<file path="src/rtl/nz_mask_gen_pkg.sv">
// Shared constants and helpers for the nonzero mask generator.
// The optional repetition health test is enabled with the NZ_HEALTH_EN macro.
package nz_mask_pkg;

    localparam int unsigned      MAX_W    = 32;
    localparam logic [7:0]       DEF_POLY = 8'h1D;
    localparam logic [7:0]       DEF_SEED = 8'hA5;
    localparam logic [MAX_W-1:0] ONE      = 1;

    // One Galois step on the low w bits of s; callers truncate the result to their width.
    function automatic logic [MAX_W-1:0] lfsr_step(
        input logic [MAX_W-1:0] s,
        input logic [MAX_W-1:0] poly,
        input int               w
    );
        logic [MAX_W-1:0] top;
        logic [MAX_W-1:0] mask;
        top  = ONE << (w - 1);
        mask = (top << 1) - ONE;
        return ((s << 1) & mask) ^ (((s & top) != '0) ? (poly & mask) : '0);
    endfunction

    function automatic logic [7:0] popcount(input logic [63:0] v);
        logic [7:0] n;
        n = '0;
        for (int b = 0; b < 64; b++) begin
            n = n + {7'd0, v[b]};
        end
        return n;
    endfunction

endpackage

</file>
<file path="src/rtl/nz_mask_gen_lane.sv">
// One mask lane: zero detect, per-lane nonzero LFSR and replacement mux.
// With NZ_HEALTH_EN defined, also a sticky repetition-count test on the raw word.
module nz_lane
    import nz_mask_pkg::*;
#(
    parameter int unsigned       WIDTH     = 8,
    parameter logic [WIDTH-1:0]  POLY      = DEF_POLY,
    parameter logic [WIDTH-1:0]  SEED      = DEF_SEED,
    parameter int unsigned       REP_LIMIT = 4
) (
    input  logic             clk,
    input  logic             rst,
    input  logic [WIDTH-1:0] raw_i,
    input  logic             accept_i,
    output logic [WIDTH-1:0] word_o,
    output logic             zero_o,
    output logic             health_fail_o
);

    if (WIDTH < 2 || WIDTH > MAX_W || REP_LIMIT < 1) begin : g_bad_cfg
        $error("nz_lane: unsupported WIDTH or REP_LIMIT");
    end

    logic [WIDTH-1:0] lfsr_q;
    logic [WIDTH-1:0] lfsr_d;

    assign zero_o = (raw_i == '0);
    assign word_o = zero_o ? lfsr_q : raw_i;
    assign lfsr_d = (accept_i && zero_o)
                  ? WIDTH'(lfsr_step(MAX_W'(lfsr_q), MAX_W'(POLY), int'(WIDTH)))
                  : lfsr_q;

    // NOTE: state registers use non-blocking assignments so every flop samples pre-edge values.
    always_ff @(posedge clk) begin
        if (rst) begin
            lfsr_q <= SEED;
        end else begin
            lfsr_q <= lfsr_d;
        end
    end

`ifdef NZ_HEALTH_EN
    localparam int unsigned    RUN_W   = $clog2(REP_LIMIT + 1);
    localparam logic [RUN_W-1:0] RUN_ONE = RUN_W'(1);
    localparam logic [RUN_W-1:0] RUN_LIM = RUN_W'(REP_LIMIT);

    logic [WIDTH-1:0] prev_q;
    logic [RUN_W-1:0] run_q;
    logic [RUN_W-1:0] run_d;
    logic             seen_q;
    logic             fail_q;

    // The run saturates at the limit so a long repeat cannot wrap back below it.
    always_comb begin
        run_d = RUN_ONE;
        if (seen_q && raw_i == prev_q) begin
            run_d = (run_q == RUN_LIM) ? run_q : run_q + RUN_ONE;
        end
    end

    always_ff @(posedge clk) begin
        if (rst) begin
            prev_q <= '0;
            run_q  <= '0;
            seen_q <= 1'b0;
            fail_q <= 1'b0;
        end else if (accept_i) begin
            prev_q <= raw_i;
            run_q  <= run_d;
            seen_q <= 1'b1;
            if (run_d >= RUN_LIM) begin
                fail_q <= 1'b1;
            end
        end
    end

    assign health_fail_o = fail_q;
`else
    assign health_fail_o = 1'b0;
`endif

endmodule

</file>
<file path="src/rtl/nz_mask_gen.sv">
// Multi-lane nonzero mask generator: valid/ready handshake, one output register,
// saturating zero-event counter. Optional repetition health test under NZ_HEALTH_EN.
module nz_mask_gen
    import nz_mask_pkg::*;
#(
    parameter int unsigned      WIDTH     = 8,
    parameter int unsigned      LANES     = 4,
    parameter logic [WIDTH-1:0] POLY      = DEF_POLY,
    parameter logic [WIDTH-1:0] SEED      = DEF_SEED,
    parameter int unsigned      CNT_W     = 16,
    parameter int unsigned      REP_LIMIT = 4
) (
    input  logic                   clk,
    input  logic                   rst,
    input  logic [LANES*WIDTH-1:0] in_data,
    input  logic                   in_valid,
    output logic                   in_ready,
    output logic [LANES*WIDTH-1:0] out_data,
    output logic                   out_valid,
    input  logic                   out_ready,
    input  logic                   cnt_clr,
    output logic [CNT_W-1:0]       zero_cnt,
    output logic [LANES-1:0]       health_fail
);

    if (LANES < 1 || LANES > 64 || CNT_W < 1) begin : g_bad_cfg
        $error("nz_mask_gen: unsupported LANES or CNT_W");
    end

    localparam int unsigned      SUM_W   = CNT_W + 8;
    localparam logic [SUM_W-1:0] CNT_MAX = {8'd0, {CNT_W{1'b1}}};

    logic [LANES*WIDTH-1:0] lane_word;
    logic [LANES-1:0]       lane_zero;
    logic [LANES*WIDTH-1:0] out_data_q;
    logic                   out_valid_q;
    logic                   accept;
    logic [CNT_W-1:0]       zero_cnt_q;
    logic [CNT_W-1:0]       zero_cnt_d;
    logic [SUM_W-1:0]       cnt_sum;

    assign in_ready = !out_valid_q || out_ready;
    assign accept   = in_valid && in_ready;

    for (genvar i = 0; i < LANES; i++) begin : g_lane
        localparam logic [WIDTH-1:0] SEED_X    = SEED ^ WIDTH'(i);
        localparam logic [WIDTH-1:0] LANE_SEED = (SEED_X == '0) ? {{(WIDTH-1){1'b0}}, 1'b1} : SEED_X;

        nz_lane #(
            .WIDTH     (WIDTH),
            .POLY      (POLY),
            .SEED      (LANE_SEED),
            .REP_LIMIT (REP_LIMIT)
        ) u_lane (
            .clk           (clk),
            .rst           (rst),
            .raw_i         (in_data[i*WIDTH +: WIDTH]),
            .accept_i      (accept),
            .word_o        (lane_word[i*WIDTH +: WIDTH]),
            .zero_o        (lane_zero[i]),
            .health_fail_o (health_fail[i])
        );
    end

    // NOTE: every variable gets a default first so no path leaves it unassigned (no latch).
    always_comb begin
        cnt_sum    = {8'd0, zero_cnt_q} + SUM_W'(popcount(64'(lane_zero)));
        zero_cnt_d = zero_cnt_q;
        if (cnt_clr) begin
            zero_cnt_d = '0;
        end else if (accept) begin
            zero_cnt_d = (cnt_sum > CNT_MAX) ? '1 : cnt_sum[CNT_W-1:0];
        end
    end

    always_ff @(posedge clk) begin
        if (rst) begin
            out_valid_q <= 1'b0;
            out_data_q  <= '0;
            zero_cnt_q  <= '0;
        end else begin
            if (accept) begin
                out_valid_q <= 1'b1;
                out_data_q  <= lane_word;
            end else if (out_ready) begin
                out_valid_q <= 1'b0;
            end
            zero_cnt_q <= zero_cnt_d;
        end
    end

    assign out_data  = out_data_q;
    assign out_valid = out_valid_q;
    assign zero_cnt  = zero_cnt_q;

endmodule
</file>
<file path="config.mk">
export PLATFORM = sky130hd
export DESIGN_NAME = nz_mask_gen
export DESIGN_NICKNAME = d
export VERILOG_FILES = /design/src/rtl/nz_mask_gen_pkg.sv /design/src/rtl/nz_mask_gen_lane.sv /design/src/rtl/nz_mask_gen.sv
export SDC_FILE = /design/constraint.sdc
export NUM_CORES = 1
export LEC_CHECK = 0
export ABC_AREA = 0
export CORE_MARGIN = 2
export CORE_UTILIZATION = 43
export DETAILED_ROUTE_END_ITERATION = 16
export GPL_ROUTABILITY_DRIVEN = 0
export PLACE_DENSITY = 0.74
export SYNTH_ARGS = -nofsm -noshare
export SYNTH_HDL_FRONTEND = slang
export SYNTH_SLANG_ARGS = --single-unit
</file>
<file path="constraint.sdc">
create_clock -name clk -period 3.6 [get_ports clk]
set_input_delay 0.54 -clock clk [delete_from_list [all_inputs] [get_ports clk]]
set_output_delay 0.54 -clock clk [all_outputs]
set_load 0.01 [all_outputs]
</file>
==> results of run 1 <==
flip-flops by register name, indices dropped and copies added, names as in the netlist:
name                  flops
zero_cnt                 16
g_lane.u_lane.lfsr_q     32
out_data                 32
out_valid                 1
power groups by stage:
| stage | combinational, W | clock (W) | sequential (W) |
|---|---|---|---|
| 2_1_floorplan | 0.0000748 | 0 | 0.000961 |
| 3_3_place_gp | 0.000191 | 0 | 0.000952 |
| 3_5_place_dp | 0.000193 | 0 | 0.000952 |
| 4_1_cts | 0.000193 | 0.000794 | 0.000932 |
| 5_1_grt | 0.000209 | 0.000820 | 0.000934 |
| 6_report | 0.000192 | 0.000783 | 0.000932 |
how the worst max path moves through the flow:
stage / start / to / cells past startpoint
after floorplan: in_data[21] / zero_cnt[11] / 12
after global placement: in_data[21] / zero_cnt[14] / 13
after detailed placement: in_data[21] / zero_cnt[14] / 13
after CTS: in_data[21] / zero_cnt[14] / 13
after global routing: in_data[22] / zero_cnt[12] / 13
final: in_data[22] / zero_cnt[12] / 13
layout by cell type (no fill, tap or decap), types with 3 or more instances in the layout:
cell type	Yosys	layout
a211o_1	3	3
a211oi_1	7	7
a21oi_1	27	27
a311oi_1	3	3
a31oi_1	37	37
and4_1	5	5
buf_4	5	19
bufinv_16	0	3
clkbuf_8	0	10
clkdlybuf4s50_1	0	81
conb_1	1	4
dfxtp_1	81	81
dlygate4sd2_1	0	3
inv_1	7	6
nand2_1	113	112
nand3_1	13	13
nand3b_1	5	5
nand4_1	7	7
nor2_1	14	13
nor3_1	5	4
nor4_1	8	6
o21ai_0	8	8
o31ai_1	3	3
or3_1	3	3
or4_1	3	3
xnor2_1	15	15
logic make-up (layout without fill, tap and decap cells):
kind of cell,count (synthesis),count (layout),share of synthesized area
xor gates and xnor gates,17,17,0.0418
other,1,4,0.00105
adders and majority gates,4,4,0.0204
buffers and inverters,40,127,0.0512
DFF,81,81,0.455
AOI/OAI and AO/OA,95,95,0.166
and+or+nand+nor,192,192,0.265
layout make-up:
cell class              count  area [um^2]
repair buffers            105          997
clock inverters             3         90.1
well taps                 105          131
inverters                   8         30.0
fillers                   724         3310
clock buffers              11          141
multi-input cells         312         1810
flip-flops and latches     81         1620
what timing repair did:
| action | CTS | global route |
|---|---|---|
| pin swaps | 7 | 6 |
| resized for setup | 10 | 2 |
| setup endpoints to repair | 1 | 16 |
| buffers inserted | 3 | 0 |
metal layers:
metal,part of all wire,track usage,vias to the layer above
met1,0.45,0.246,1620
met3,0.048,0.0308,10
met5,0,0,-
li1,-,-,1694
met4,0.014,0.0906,0
met2,0.49,0.346,112
worst max-delay path: stages:
cell,delay [ns]
dlygate4sd2_1,0.25
or4_4,0.57
nor4_4,0.20
nand2b_1,0.12
fa_1,0.48
fa_2,0.36
inv_2,0.06
fa_2,0.21
buf_4,0.12
nand4_1,0.20
nor3_2,0.28
nand4b_1,0.12
nor3b_1,0.16
through the flow:
step                      hold WS (ns)  worst slack (ns)
after global placement           0.443            -0.313
final                            0.458             0.161
after global routing             0.485            0.0229
after detailed placement         0.448            -0.392
after floorplan                  0.434             0.137
after CTS                        0.459            0.0437
==> results.txt, run 1 <==
The flow ran to the end, and the final reports show no timing, DRC or antenna violations. Across every metal layer, demand over resource in global routing totals 0.200. The static leakage is 1.60 nW. In the final timing run, aggregate negative setup slack is 0 ns.

The area of the core region came out at 8130 um^2. The type of element capturing the critical path is a flip-flop. The final layout contains routed wiring with a total length of 9.21 mm. CTS placed an instance of clkbuf_8 at the clock tree root. The fraction of the core area covered by cells at the end of the flow came out at 0.593.

The total power per unit cell area is 396 nW/um^2. The average via count per standard cell is 5.50. The average cell area after synthesis came out at 8.29 um^2. The cell count after placement is 608.

The share of the synthesized area in the top cell type is 0.455. The endpoint of the worst hold path is g_lane[1].u_lane.lfsr_q[0]. The cts-stage hold buffer count is 0. For the pin with the worst max-slew slack, the measured transition is 0.642 ns. The initial DRC count came out at 170. The count of placed standard cells in the final layout, fillers left out is 625.

The layout overhead on the synthesized area is 35.2%. The x dimension of the die is 95.1 um. The required time of the worst setup path came out at 3.83 ns. The number of cells on the worst reg-to-reg path is 10. The number of warning messages in the yosys log came out at 0. For this run, design rule violations remaining after detail routing come to 0. The internal power contribution came out at 0.00149 W. The height of the chip is 95.1 um. The floorplan row count is 33.

After detailed routing, the average wire length per cell comes to 14.7 um. The sequential fraction of the synthesis area came out at 0.455. The number of global-route vias before repair is 3,104. The number of instances on the worst hold path came out at 2. The worst-case register-to-register setup slack is 1.03 ns.

The upper clock frequency limit came out at 0.291 GHz. The detailed placement HPWL came out at 6.44 mm. The number of violations of the max-capacitance limit came out at 0. The share of the clock period used by the worst path came out at 0.955.

The fraction of power consumed by the clock network is 0.411. In the synthesized netlist the dominant register cell turns out to be dfxtp_1. The count of unique library cells instantiated by Yosys is 49. Buffers inserted during clock tree synthesis total 9. Setup repair after global routing left no endpoint under its margin. After detailed placement, the total cell area comes to 4530 um^2. The mapped cell area came out at 3570 um^2. The reported net switching power came out at 0.000418 W.

The flip-flop and latch count after synthesis is 81. The die area came out at 9040 um^2. The number of vias in the routed layout is 3,436. The wire length of the first global-routing pass is 14.2 mm. Of the cells placed in the final design, the portion with a size suffix greater than 1 is 0.100. The total power draw came out at 0.00191 W. The clock skew came out at 0.00508 ns. The endpoint identified for the worst register-to-register timing path is zero_cnt[12]. The synthesized design contains 0 enable-type register cells. Buffers placed on the I/O ports in this run total 86. The commonest cells after synthesis are 113 x nand2_1, 81 x dfxtp_1, 37 x a31oi_1, 27 x a21oi_1, 20 x clkbuf_1. The final critical-path required period came out at 3.44 ns. The synthesized netlist cell count came out at 430. With fillers left out, the area of the finished cells amounts to 4820 um^2. The worst register-to-register path begins at zero_cnt[0].

The number of optimization iterations in the first detailed-route pass came out at 4. The starting utilization of the core area is 0.438. In this run the remaining antenna-violating nets after routing total 0. The clock insertion delay at the later pin of the skew report came out at 0.34 ns.

The number of nets in the layout came out at 558. STA classifies the critical path startpoint as an input port. The number of pins with negative max-slew slack in the final report is 0. The largest total area in the synthesized netlist belongs to dfxtp_1. Counting along the longest clock path gives a buffer depth of 2. The clock transition time at the flip-flop clock pins of the worst setup and hold paths is 0.08 ns. The combinational power share is 0.101. The number of antenna diodes in the final layout is 0. The critical path class is input port to flip-flop.

The share of synthesized flip-flops with an asynchronous set or reset came out at 0. The sequential fraction of design power came out at 0.489. In this run the worst path has a maximum fanout of 3. The pin count of the biggest net entering global routing is 47.

The clock tree from TritonCTS is yes. The class of the most critical hold timing path is flip-flop to flip-flop. The net switching fraction of the power came out at 0.219. The origin of the worst min-delay path is g_lane[1].u_lane.lfsr_q[0]. The clock sink total is 81. The data arrival time of the critical path came out at 3.66 ns. By area the synthesized netlist is led by dfxtp_1 45%, nand2_1 12%, a31oi_1 6.5%. The final hold violation count was 0.

The number of setup violations in the final report came out at 0. The final global-route overflow total came out at 0. The relative max-transition margin came out at 0.569.

The initial antenna violation count is 0. The number of levels in the clock H-tree came out at 3. The worst ir drop on vdd came out at 0.201 mV.

The cell with the most instances after synthesis is nand2_1. The number of placed I/O pins came out at 91.
(Power assumes the default switching activity.)
==> inputs of run 2 (changes only) <==
--- a/config.mk
+++ b/config.mk
@@ -6,11 +6,12 @@
 export NUM_CORES = 1
 export LEC_CHECK = 0
 export ABC_AREA = 0
+export ABC_CLOCK_PERIOD_IN_PS = 3600
 export CORE_MARGIN = 2
 export CORE_UTILIZATION = 43
 export DETAILED_ROUTE_END_ITERATION = 16
-export GPL_ROUTABILITY_DRIVEN = 0
 export PLACE_DENSITY = 0.74
+export RECOVER_POWER = 25
 export SYNTH_ARGS = -nofsm -noshare
 export SYNTH_HDL_FRONTEND = slang
 export SYNTH_SLANG_ARGS = --single-unit
==> run 2 against run 1 <==
  * Global-route usage unchanged
  * Critical path depth unchanged
  * First-iteration DRC count fell by 7.6%
  * Combinational power decreased by 4%
  * Non-clock buffer count stayed put
  * Worst setup slack improved by 0.0013 ns
  * Critical endpoint unchanged
==> results.txt, run 2 (synthesized netlist as in run 1, its figures left out) <==
The worst flop-to-flop path startpoint is out_valid. The relative max-transition margin came out at 0.330. The initial antenna violation count came out at 0. The residual antenna-violating net count after detailed routing is 0. The clock sink total is 81. The number of setup violations in the final report is 0.

The worst hold path begins at g_lane[1].u_lane.lfsr_q[0]. The number of instances on the worst hold path is 2. The final global-route overflow total is 0.

Across every metal layer, demand over resource in global routing totals 0.200. The number of buffers created by CTS is 9. The critical path class is input port to flip-flop.

The fraction of the core area covered by cells at the end of the flow is 0.592. The clock arrives with 0.00519 ns of skew. The final critical-path required period is 3.44 ns. The upper clock frequency limit came out at 0.291 GHz. The layout overhead on the synthesized area is 34.9%. The final hold violation count came out at 0.

The cts-stage hold buffer count came out at 0. Entering global routing, the biggest net connects 47 pins. In the finished design, the share of the clock period the worst path needs comes to 0.955. The type of element capturing the critical path is a flip-flop. The final hold slack came out at 0.458 ns. The final wirelength is 9.17 mm. The worst ir drop on vdd is 0.200 mV.

In this run the core area contains 33 standard-cell rows. Using the TritonRoute via totals, the vias-per-cell ratio works out to 5.48. The slew at the pin with the worst max-slew slack is 1.00 ns. The number of nets in the layout came out at 558.

The data arrival time of the critical path came out at 3.66 ns. The number of cells on the worst reg-to-reg path came out at 6. The die covers 9040 um^2.

The pre-antenna-repair detailed-routing pass consisted of 4 iterations. The number of antenna diodes is 0. The starting utilization of the core area came out at 0.438.

Leaving out fill and tap cells, the most frequent cell in the layout is nand2_1. Setup repair after global routing left no endpoint under its margin. STA classifies the critical path startpoint as an input port. The total power draw is 0.00190 W. Detailed placement finished with a half-perimeter wire length of 6.44 mm. For this run, design rule violations remaining after detail routing come to 0.

The worst hold path terminates at g_lane[1].u_lane.lfsr_q[0]. The number of vias in the routed layout came out at 3,425. The post-detailed-route wirelength per cell is 14.7 um. The clock tree root buffer cell is clkbuf_8.

Fill cells in the final layout number 725. In this run the horizontal extent of the chip is 95.1 um. The clock transition time at the flip-flop clock pins of the worst setup and hold paths came out at 0.08 ns.

The required time of the worst setup path is 3.83 ns. TritonCTS built the clock tree. The wire length of the first global-routing pass is 14.2 mm. The height of the chip is 95.1 um.

The run finished with clean final reports. The number of pins with negative max-slew slack in the final report is 0. The class of the most critical hold timing path is flip-flop to flip-flop. The destination of the worst register-to-register timing path is out_data[22]. The highest fanout seen on the critical path is 3. At the end of routability-driven placement, the weighted congestion stood at 0.851.

The number of global-route vias before repair came out at 3,104. The clock insertion delay at the later pin of the skew report is 0.34 ns. The fraction of final layout cells sized beyond drive strength 1 came out at 0.0981.

Across the run, the number of max-cap violations was 0. The initial DRC count came out at 157. The total power per unit cell area came out at 394 nW/um^2. In this run the count of I/O pins placed on the die edge is 91. Leaving out fill and tap cells, the most frequent cells in the layout are 112 x nand2_1, 81 x dfxtp_1, 50 x clkdlybuf4s50_1. The number of levels in the clock H-tree came out at 3. The worst-case register-to-register setup slack came out at 0.93 ns. Input and output buffers added on the ports amount to 86.

The static leakage is 1.68 nW. The area of the core region is 8130 um^2. The maximum count of clock buffers along a single path is 2.
-- run 2: cell count changes in the layout (fill, tap and decap cells not counted), sizes merged --
cell,delta
clkdlybuf4s50,-31
dlygate4sd3,+31
-- run 2: how the worst max path moves through the flow --
| stage | startpoint | end | slack (ns) | depth (start not counted) |
|---|---|---|---|---|
| after floorplan | in_data[21] | zero_cnt[11] | 0.14 | 12 |
| after global placement | in_data[21] | zero_cnt[14] | -0.31 | 13 |
| after detailed placement | in_data[21] | zero_cnt[14] | -0.39 | 13 |
| after CTS | in_data[21] | zero_cnt[14] | 0.04 | 13 |
| after global routing | in_data[22] | zero_cnt[12] | 0.02 | 13 |
| final | in_data[22] | zero_cnt[12] | 0.16 | 13 |
-- run 2: final cells by class --
class | instances | area, um^2 | area share
Clock inverter | 3 | 90.1 | 0.0187
Inverter | 8 | 30.0 | 0.00624
Clock buffer | 11 | 141 | 0.0294
Tap cell | 105 | 131 | 0.0273
Sequential cell | 81 | 1620 | 0.337
Timing Repair Buffer | 105 | 997 | 0.207
Multi-Input combinational cell | 312 | 1800 | 0.374
-- run 2: layer usage --
metal | wire, um | share of wire | global-route usage | vias up
met5 | 0 | 0 | 0 | -
met4 | 140 | 0.015 | 0.0906 | 0
met3 | 397 | 0.043 | 0.0308 | 9
met2 | 4510 | 0.49 | 0.346 | 98
met1 | 4120 | 0.45 | 0.246 | 1626
li1 | - | - | - | 1692
-- run 2: where the power goes --
| part | internal [W] | total [W] | switching (W) | leakage (nW) |
|---|---|---|---|---|
| Sequential | 0.000918 | 0.000931 | 0.0000124 | 0.659 |
| Clock | 0.000473 | 0.000783 | 0.000310 | 0.115 |
| Combinational | 0.0000895 | 0.000184 | 0.0000944 | 0.907 |
| Total | 0.00148 | 0.00190 | 0.000417 | 1.68 |
-- run 2: worst max-delay path, cell delays in order --
cell and delay [ns]:
dlygate4sd2_1 0.25, or4_4 0.57, nor4_4 0.20, nand2b_1 0.12, fa_1 0.48, fa_2 0.36, inv_2 0.06, fa_2 0.21
buf_4 0.12, nand4_1 0.20, nor3_2 0.27, nand4b_1 0.12, nor3b_1 0.16
-- run 2: what timing repair did --
action | in CTS | in global routing
buffers inserted | 3 | 0
pin swaps | 7 | 6
setup endpoints to repair | 1 | 16
resized for setup | 10 | 2
-- run 2: through the flow --
stage	setup WS (ns)	cells	setup TNS [ns]	instance area [um^2]
3_5_place_dp	-0.392	608	-4.37	4530
2_1_floorplan	0.137	433	0	3580
5_1_grt	0.0229	625	0	4810
4_1_cts	0.0437	625	0	4810
6_report	0.163	625	0	4810
3_3_place_gp	-0.313	608	-3.42	4530
==> inputs of run 3 (changes only) <==
--- a/config.mk
+++ b/config.mk
@@ -6,11 +6,11 @@
 export NUM_CORES = 1
 export LEC_CHECK = 0
 export ABC_AREA = 0
-export ABC_CLOCK_PERIOD_IN_PS = 3600
+export ABC_CLOCK_PERIOD_IN_PS = 4200
 export CORE_MARGIN = 2
 export CORE_UTILIZATION = 43
 export DETAILED_ROUTE_END_ITERATION = 16
-export PLACE_DENSITY = 0.74
+export PLACE_DENSITY = 0.72
 export RECOVER_POWER = 25
 export SYNTH_ARGS = -nofsm -noshare
 export SYNTH_HDL_FRONTEND = slang
==> constraint.sdc (replaced) <==
create_clock -name clk -period 4.2 [get_ports clk]
set_input_delay 0.63 -clock clk [delete_from_list [all_inputs] [get_ports clk]]
set_output_delay 0.63 -clock clk [all_outputs]
set_load 0.01 [all_outputs]
==> run 3 against run 2 <==
  * Global-route usage decreased by 0.090 points
  * Count of clock-buffer cells in the layout unchanged
  * Register-to-register slack improved by 0.65 ns
  * Largest cell class unchanged
==> results.txt, run 3 (synthesized netlist as in run 1, its figures left out) <==
The run finished with clean final reports. The count of nets left with antenna violations once routing finished came out at 0. Clock latency on the worst-skew pair, taken at its later pin, is 0.35 ns. The congestion estimate from routability-driven global placement came to 0.796. For this run, the total global-route usage over all layers was measured as 0.200. Setup repair after global routing left no endpoint under its margin. The number of levels in the clock H-tree came out at 3. The critical path goes through clkdlybuf4s50_1 > or4_4 > nor4_4 > nand2b_1 > fa_1 > fa_1 > inv_1 > fa_1 > nand2_1 > nor4_4 > a41oi_1 > a311oi_1.

Clock skew on the completed layout was measured at 0.00802 ns. In the layout the commonest cells are 113 x nand2_1, 81 x dfxtp_1, 54 x clkdlybuf4s50_1. The static leakage is 1.57 nW. The count of input and output buffers came out at 86. The clock transition time at the flip-flop clock pins of the worst setup and hold paths is 0.08 ns. The count of placed standard cells in the final layout, fillers left out came out at 615. The maximum count of clock buffers along a single path came out at 2. The number of buffers inserted to repair setup after CTS came out at 0.

The fraction of final layout cells sized beyond drive strength 1 came out at 0.0647. The area of the core region is 8130 um^2. The most common cell type on the critical path is fa_1. The first global-routing pass estimated 14.3 mm of wire. In the finished design, the share of the clock period the worst path needs comes to 0.893. Relative to the synthesized area, the layout overhead comes to 30.1%. The data arrival time of the critical path is 4.00 ns. The upper clock frequency limit is 0.267 GHz. Setup violations remaining at the end of the flow were counted as 0.

The post-detailed-route wirelength per cell came out at 14.5 um. Leaving out fill and tap cells, the most frequent cell in the layout is nand2_1. The number of instances resized during post-cts repair is 0. The floorplan has 33 rows. The clock net in this run drives a total of 81 sinks. The detailed placement HPWL came out at 6.35 mm. The final global-route overflow total is 0. The cell count after placement is 599. The number of placed I/O pins came out at 91. The largest individual stage delay along the critical path comes from the cell or4_4. The number of optimization iterations in the first detailed-route pass is 4. The critical path is of the input port to flip-flop type. Entering global routing, the biggest net connects 66 pins. The cell area after layout is 4640 um^2. The number of vias in the routed layout came out at 3,356.

After detailed routing, the number of vias per cell comes to 5.46. The number of nets in the layout is 546. For the worst setup path, the data required time is 4.45 ns. The slew at the pin with the worst max-slew slack came out at 0.902 ns. Buffers inserted to repair hold after CTS numbered 0. The clock tree from TritonCTS is yes. The DRC violation count after routing is 0. The total power per unit cell area came out at 318 nW/um^2.

The critical path's largest stage delay came out at 0.57 ns. The x dimension of the die is 95.1 um. Summing all placed instances gives a cell area of 4470 um^2. The number of buffers created by CTS came out at 9. The number of global-route vias before repair is 3,101. The worst setup path is launched from an input port. The total power draw is 0.00147 W. The die area came out at 9040 um^2. The cell sitting at the root of the clock tree is a clkbuf_8. The number of antenna diodes came out at 0. The final critical-path required period is 3.75 ns.

The number of pins with negative max-slew slack in the final report was 0. The detailed router finished its first iteration with 130 violations. The relative max-transition margin is 0.397.

The final hold violation count is 0. The height of the chip is 95.1 um. The number of violations of the max-capacitance limit came out at 0. For the final routed database, the setup TNS stands at 0 ns. The final wirelength is 8.89 mm. In this run the worst path has a maximum fanout of 6. The starting utilization of the core area came out at 0.438. The tightest min-delay check is of the flip-flop to flip-flop type.

The type of element capturing the critical path is a flip-flop. The initial antenna violation count is 0. The worst-case IR drop observed on VDD is 0.169 mV.
==> run 3: cell count changes in the layout (fill, tap and decap cells not counted), moves of 2 or more <==
cell,delta
clkinvlp_4,+3
fa_2,-2
bufinv_16,-3
clkdlybuf4s50_1,+4
buf_4,-12
nor4_1,+2
dlygate4sd2_1,-3
fa_1,+2
nor4_2,-2
==> run 3: per-layer routing <==
layer	part of all wire	track usage	vias up
met1	0.47	0.269	1573
met3	0.058	0.0411	13
met4	0.021	0.0930	0
met2	0.45	0.306	101
met5	0	0	-
li1	-	-	1669
==> run 3: critical path, delay by kind of cell <==
family	cells	cell delay (ns)
AND/OR/NAND/NOR	5	1.31
adder cells (fa/ha/maj)	3	1.11
buffers and inverters	2	0.51
AO/OA/AOI/OAI	2	0.45
==> run 3: final timing paths <==
check / start / slack, ns / depth (start not counted) / to
max: in_data[21] / 0.45 / 12 / zero_cnt[14]
min reg2reg: g_lane[3].u_lane.lfsr_q[0] / 0.46 / 2 / g_lane[3].u_lane.lfsr_q[0]
min: g_lane[3].u_lane.lfsr_q[0] / 0.46 / 2 / g_lane[3].u_lane.lfsr_q[0]
max reg2reg: zero_cnt[0] / 1.58 / 9 / zero_cnt[14]
==> run 3: final cells by class <==
cell class                 instances  area, um^2
clock buffer                      11         141
clock inverter                     5        40.0
fill                             759        3490
inverter                           8        30.0
multi-input combinational        312        1770
sequential                        81        1620
tap                              105         131
timing repair buffer              93         908
==> run 3: stage by stage <==
stage               hold slack [ns]  setup WS (ns)   util
finish                        0.461          0.449  0.571
global route                  0.482          0.203  0.571
CTS                           0.464          0.423  0.571
detailed placement            0.451         0.0765  0.549
global placement              0.444          0.176  0.549
floorplan                     0.434          0.647      -
==> run 3: report_power, final <==
| group | leakage [nW] | internal, W | switching, W | total [W] |
|---|---|---|---|---|
| clock | 0.0822 | 0.000234 | 0.000287 | 0.000521 |
| sequential | 0.659 | 0.000787 | 0.00000986 | 0.000797 |
| combinational | 0.834 | 0.0000768 | 0.0000803 | 0.000157 |
